==> src/rtl/dft_crm_div_ctrl_if.sv <==
// Config handshake between the CRM config registers and the divider controller.
interface dft_crm_div_ctrl_if #(
  parameter int DW = 4
);
  logic          cfg_req;
  logic [DW-1:0] cfg_div;
  logic [DW-1:0] cfg_high;
  logic          cfg_ack;
  logic          cfg_err;

  modport master (
    output cfg_req, cfg_div, cfg_high,
    input  cfg_ack, cfg_err
  );

  modport slave (
    input  cfg_req, cfg_div, cfg_high,
    output cfg_ack, cfg_err
  );
endinterface

==> src/rtl/dft_crm_div_ctrl.sv <==
// Runtime ratio/duty controller for the CRM divider: glitch-free ratio changes
// applied at a period boundary after a forced-low gap, with DFT freeze/reject.
module dft_crm_div_ctrl #(
  parameter int DW       = 4,
  parameter int DEF_DIV  = 3,
  parameter int DEF_HIGH = 2,
  parameter int GATE_CYC = 2
) (
  input  logic                     clk,
  input  logic                     rst_n_mux,
  input  logic                     test_mode,
  input  logic                     test_se,
  dft_crm_div_ctrl_if.slave        cfg,
  output logic                     busy,
  output logic                     clko,
  output logic [DW-1:0]            cur_div,
  output logic [DW-1:0]            cur_high
);

  localparam int GW = $clog2(GATE_CYC + 1);

  typedef enum logic [1:0] {RUN, WAIT_END, GATE, DRAIN} state_t;

  state_t        state;
  logic [DW-1:0] cnt;
  logic [DW-1:0] pend_div;
  logic [DW-1:0] pend_high;
  logic [GW-1:0] gcnt;

  logic [DW-1:0] div_m1;
  logic [DW-1:0] cnt_nxt;
  logic          wrap;
  logic          legal;
  logic          freeze;

  assign div_m1  = cur_div - DW'(1);
  assign wrap    = (cnt == div_m1);
  assign cnt_nxt = wrap ? '0 : cnt + DW'(1);
  assign legal   = (cfg.cfg_div >= DW'(2)) && (cfg.cfg_high >= DW'(1)) &&
                   (cfg.cfg_high <= cfg.cfg_div - DW'(1));
  assign freeze  = test_mode & test_se;

  always_ff @(posedge clk or negedge rst_n_mux) begin
    if (!rst_n_mux) begin
      state       <= RUN;
      cnt         <= '0;
      clko        <= 1'b0;
      gcnt        <= '0;
      busy        <= 1'b0;
      cfg.cfg_ack <= 1'b0;
      cfg.cfg_err <= 1'b0;
      cur_div     <= DW'(DEF_DIV);
      cur_high    <= DW'(DEF_HIGH);
      pend_div    <= DW'(DEF_DIV);
      pend_high   <= DW'(DEF_HIGH);
    end else if (!freeze) begin
      cfg.cfg_ack <= 1'b0;
      cfg.cfg_err <= 1'b0;
      cnt         <= cnt_nxt;
      clko        <= (cnt_nxt < cur_high);
      case (state)
        RUN: begin
          if (cfg.cfg_req) begin
            if (!legal || test_mode) begin
              cfg.cfg_ack <= 1'b1;
              cfg.cfg_err <= 1'b1;
              state       <= DRAIN;
            end else begin
              pend_div  <= cfg.cfg_div;
              pend_high <= cfg.cfg_high;
              busy      <= 1'b1;
              state     <= WAIT_END;
            end
          end
        end
        WAIT_END: begin
          if (test_mode) begin
            cfg.cfg_ack <= 1'b1;
            cfg.cfg_err <= 1'b1;
            busy        <= 1'b0;
            state       <= DRAIN;
          end else if (wrap) begin
            cur_div  <= pend_div;
            cur_high <= pend_high;
            cnt      <= '0;
            clko     <= 1'b0;
            gcnt     <= '0;
            state    <= GATE;
          end
        end
        GATE: begin
          clko <= 1'b0;
          // Park cnt at the last count so the cycle after the ack starts a fresh period high.
          if (gcnt == GW'(GATE_CYC - 1)) begin
            cnt         <= div_m1;
            cfg.cfg_ack <= 1'b1;
            busy        <= 1'b0;
            state       <= DRAIN;
          end else begin
            cnt  <= '0;
            gcnt <= gcnt + GW'(1);
          end
        end
        DRAIN: begin
          if (!cfg.cfg_req) state <= RUN;
        end
        default: state <= RUN;
      endcase
    end
  end

endmodule

==> src/flat_wrapper.sv <==
// flat-port wrapper written by rule: the top's interface ports become plain ports
module dft_crm_div_ctrl_flat 
#(
  parameter int DW       = 4,
  parameter int DEF_DIV  = 3,
  parameter int DEF_HIGH = 2,
  parameter int GATE_CYC = 2
)
  (clk, rst_n_mux, test_mode, test_se, busy, clko, cur_div, cur_high, cfg_cfg_req, cfg_cfg_div, cfg_cfg_high, cfg_cfg_ack, cfg_cfg_err);
  dft_crm_div_ctrl_if #(.DW(DW)) cfg_i ();
  input  logic clk;
  input  logic rst_n_mux;
  input  logic test_mode;
  input  logic test_se;
  output logic busy;
  output logic clko;
  output logic [DW-1:0] cur_div;
  output logic [DW-1:0] cur_high;
  input wire logic [$bits(cfg_i.cfg_req)-1:0] cfg_cfg_req;
  input wire logic [$bits(cfg_i.cfg_div)-1:0] cfg_cfg_div;
  input wire logic [$bits(cfg_i.cfg_high)-1:0] cfg_cfg_high;
  output wire logic [$bits(cfg_i.cfg_ack)-1:0] cfg_cfg_ack;
  output wire logic [$bits(cfg_i.cfg_err)-1:0] cfg_cfg_err;
  assign cfg_i.cfg_req = cfg_cfg_req;
  assign cfg_i.cfg_div = cfg_cfg_div;
  assign cfg_i.cfg_high = cfg_cfg_high;
  assign cfg_cfg_ack = cfg_i.cfg_ack;
  assign cfg_cfg_err = cfg_i.cfg_err;
  dft_crm_div_ctrl #(.DW(DW), .DEF_DIV(DEF_DIV), .DEF_HIGH(DEF_HIGH), .GATE_CYC(GATE_CYC)) u_core (.clk(clk), .rst_n_mux(rst_n_mux), .test_mode(test_mode), .test_se(test_se), .cfg(cfg_i), .busy(busy), .clko(clko), .cur_div(cur_div), .cur_high(cur_high));
endmodule
==> config.mk <==
export PLATFORM = sky130hd
export DESIGN_NAME = dft_crm_div_ctrl_flat
export DESIGN_NICKNAME = d
export VERILOG_FILES = /design/src/rtl/dft_crm_div_ctrl_if.sv /design/src/rtl/dft_crm_div_ctrl.sv /design/src/flat_wrapper.sv
export SDC_FILE = /design/constraint.sdc
export NUM_CORES = 1
export LEC_CHECK = 0
export ABC_CLOCK_PERIOD_IN_PS = 3100
export CORE_ASPECT_RATIO = 1.75
export CORE_MARGIN = 10
export CORE_UTILIZATION = 45
export CTS_CLUSTER_DIAMETER = 150
export CTS_CLUSTER_SIZE = 28
export DETAILED_ROUTE_END_ITERATION = 10
export GPL_ROUTABILITY_DRIVEN = 0
export GPL_TIMING_DRIVEN = 0
export PLACE_DENSITY = 0.72
export SLEW_MARGIN = 40
export SYNTH_ARGS = -nofsm -noshare
export SYNTH_HDL_FRONTEND = slang
export SYNTH_SLANG_ARGS = --single-unit
==> constraint.sdc <==
create_clock -name clk -period 3.1 [get_ports clk]
set_clock_uncertainty 0.1 [all_clocks]
set_input_delay 0.93 -clock clk [delete_from_list [all_inputs] [get_ports clk]]
set_output_delay 0.93 -clock clk [all_outputs]
set_load 0.03 [all_outputs]
==> results.txt <==
Status -> completed
Crit path DAT -> 3.11 ns
Hold Path End -> u_core.cur_high[3]
CP max stage cell -> clkdlybuf4s50_1
Routed wire per std cell -> 16.2 um
Synth Warn # -> 0
Iter 0 DRT Violations -> 41
Slowest Stage Delay on Critical Path -> 0.56 ns
Most common cell after layout, fill and taps aside -> dfrtp_1
Maximum vdd drop -> 0.455 mV
Worst Hold Depth -> 2
CP top delay family -> buffers and inverters
Area grow syn2layout -> 21.3%
Fin. max-slew vios -> 0
Hold Startpoint -> u_core.pend_high[3]
Count of final setup violators -> 0
Proportion of layout cells with a drive suffix above 1 -> 0.168
CTS Buf Count -> 3
Syn Area/Cell -> 10.3 um2
Core area -> 3660 um2
Top cells by area, synth -> dfrtp_1 32%, ha_1 12%, dfstp_2 9.1%, mux2_2 7.2%, xnor2_1 5.1%
Worst r2r path cells -> 9
Largest fanout on the critical path -> 8
Die footprint -> 6820 um2
First drt pass iteration count -> 4
Synth Flop Type -> dfrtp_1
R2R Path Start -> u_core.cur_div[0]
Synth async-reset ratio -> 1.00
GRT Overall Usage -> 0.122
Worst hold slack -> 0.388 ns
Hold Violations, Final -> 0
CP endpoint kind -> flip-flop
Max_cap viols -> 0
First-pass GRT wire length -> 6670 um
Fillers -> 332
R2R Path End -> u_core.clko
GRT overflow -> 0
Antenna violations before repair -> 0
Crit path launch type -> primary input
Top cell type's share of synthesized area -> 0.318
Tot Pwr -> 2.26 mW
Min Tclk post-route -> 3.05 ns
Most frequent cells in the layout -> 22 x dfrtp_1, 20 x clkdlybuf4s50_1, 16 x inv_1, 16 x ha_1, 12 x nand2_1
Routed wire length -> 3910 um
DRC Markers -> 0
Dpl cells -> 237
Leakage dissipation -> 0.895 nW
Via density -> 5.70
Seq/Total Area, Yosys -> 0.409
Die Height -> 102 um
Max Fclk -> 0.328 GHz
Slew Limit Headroom -> 0.419
Post-Layout Cell Count -> 242
Initial core utilization -> 0.472
Nets -> 226
Yosys reg bits -> 28
CP Cell Sequence -> clkdlybuf4s50_1 > nor3_2 > xnor2_1 > ha_1 > and4_1 > a21oi_4 > nor4_4 > buf_6 > mux2_2
Critical path required time -> 3.16 ns
Routed vias -> 1379
Worst path bufs/invs -> 2
CTS tree -> built
ANT nets after route -> 0
Largest net degree at the start of global routing -> 29
DPL Wire Length -> 3230 um
Pre-CTS WS -> -0.573 ns
N_diodes -> 0
Die W -> 66.9 um
CTS Root Cell -> clkbuf_8
Synthesized area -> 1730 um2
Post-synth EDFFs -> 0
Leading area contributor after synthesis -> dfrtp_1
Worst min-delay path category -> reg -> reg
Gate Count Post-Synth -> 168
Clock sinks -> 28
Setup Crit Path Kind -> in -> reg
Clk slew on worst S/H paths -> 0.09 ns
Least-Margin Pin Slew -> 0.861 ns
Vias in the first global route -> 1482
Syn_nets -> 197
FP Rows -> 29
IO Port Bufs -> 23
Yosys cell types -> 42
Flop-to-flop setup slack -> 0.20 ns
Setup ws final -> 0.0513 ns
Fin crit share -> 0.983
Power per cell area -> 1080 nW/um2
I/O Pins -> 25
H-tree levels -> 1
Worst-skew pair later-pin latency -> 0.27 ns
Clk buf depth -> 2
worst min-delay path, cell delays in order, from the launching register on:
cell     delay (ns)
dfrtp_1        0.35
nand2_1        0.05
o21ai_0        0.06
what timing repair did:
| item | CTS | global route |
|---|---|---|
| pin swaps | 3 | 1 |
| gates cloned | 0 | 0 |
| hold buffers | 0 | 0 |
| setup buffers | 1 | 0 |
| gates resized for setup | 5 | 8 |
| endpoints found under the setup margin | 12 | 6 |
sequential cells by signal, indices dropped and copies added, names as in the netlist:
name and cells:
u_core.busy 1, u_core.cfg.cfg_ack 1, u_core.cfg.cfg_err 1, u_core.clko 1
u_core.cnt 4, u_core.cur_div 4, u_core.cur_high 4, u_core.gcnt 2
u_core.pend_div 4, u_core.pend_high 4, u_core.state 2
cell usage after synthesis, types with 2 or more instances:
master    count
a211oi_1      2
a21oi_1       6
a221oi_1      3
a22o_1        4
clkbuf_1      3
dfrtp_1      22
dfstp_2       6
ha_1         16
inv_1        17
mux2_2       11
nand2_1      12
nand3_1       3
nor2_1        7
nor2b_1       2
nor3_1        2
nor4_1        2
o21a_1        2
o21ai_0      12
o221ai_1      2
o31ai_1       2
o32ai_1       2
xnor2_1      10
report_power, final:
group	leakage, nW	internal [mW]	total [mW]	switching (mW)
combinational	0.526	0.594	1.31	0.720
clock	0.0288	0.114	0.224	0.110
sequential	0.340	0.566	0.720	0.155
total	0.895	1.27	2.26	0.985
area by class of cell:
cell class,count,area [um2],area share
multi-input combinational,119,971,0.463
sequential,28,708,0.338
timing repair buffer,24,226,0.108
inverter,17,63.8,0.0304
tap,46,57.6,0.0274
clock buffer,4,55.1,0.0262
buffer,4,16.3,0.00775
metrics by stage:
| stage | setup TNS, ns | utilization | area (um2) |
|---|---|---|---|
| finish | 0 | 0.573 | 2100 |
| global route | -0.0680 | 0.573 | 2100 |
| CTS | 0 | 0.570 | 2090 |
| detailed placement | -5.83 | 0.552 | 2020 |
| global placement | -6.63 | 0.551 | 2020 |
| floorplan | 0 | - | 1730 |
logic make-up after synthesis:
group | after synthesis | synth area share
simple gates | 36 | 0.111
mux | 12 | 0.0774
flops | 28 | 0.409
buf+inv | 21 | 0.0463
fa+ha+maj | 16 | 0.116
compound gates | 44 | 0.185
xor+xnor | 11 | 0.0557
layer usage:
layer  GRT usage  vias up  part of all wire
met2       0.249       35              0.60
met3      0.0241        2             0.048
met1       0.112      679              0.35
li1            -      663                 -
met4      0.0413        0            0.0064
met5           0        -                 0
how the worst max path moves through the flow:
stage                   startpoint  slack [ns]                   to  cells after the start
floorplan           cfg_cfg_div[0]        0.08   u_core.pend_div[2]                      8
global placement    cfg_cfg_div[0]       -0.74   u_core.pend_div[2]                      9
detailed placement  cfg_cfg_div[0]       -0.57  u_core.pend_high[0]                      9
CTS                 cfg_cfg_div[2]        0.02   u_core.cfg.cfg_ack                      9
global route        cfg_cfg_div[2]       -0.02  u_core.pend_high[0]                      9
finish              cfg_cfg_div[2]        0.05  u_core.pend_high[0]                      9
Power figures use the tool's default switching activity.
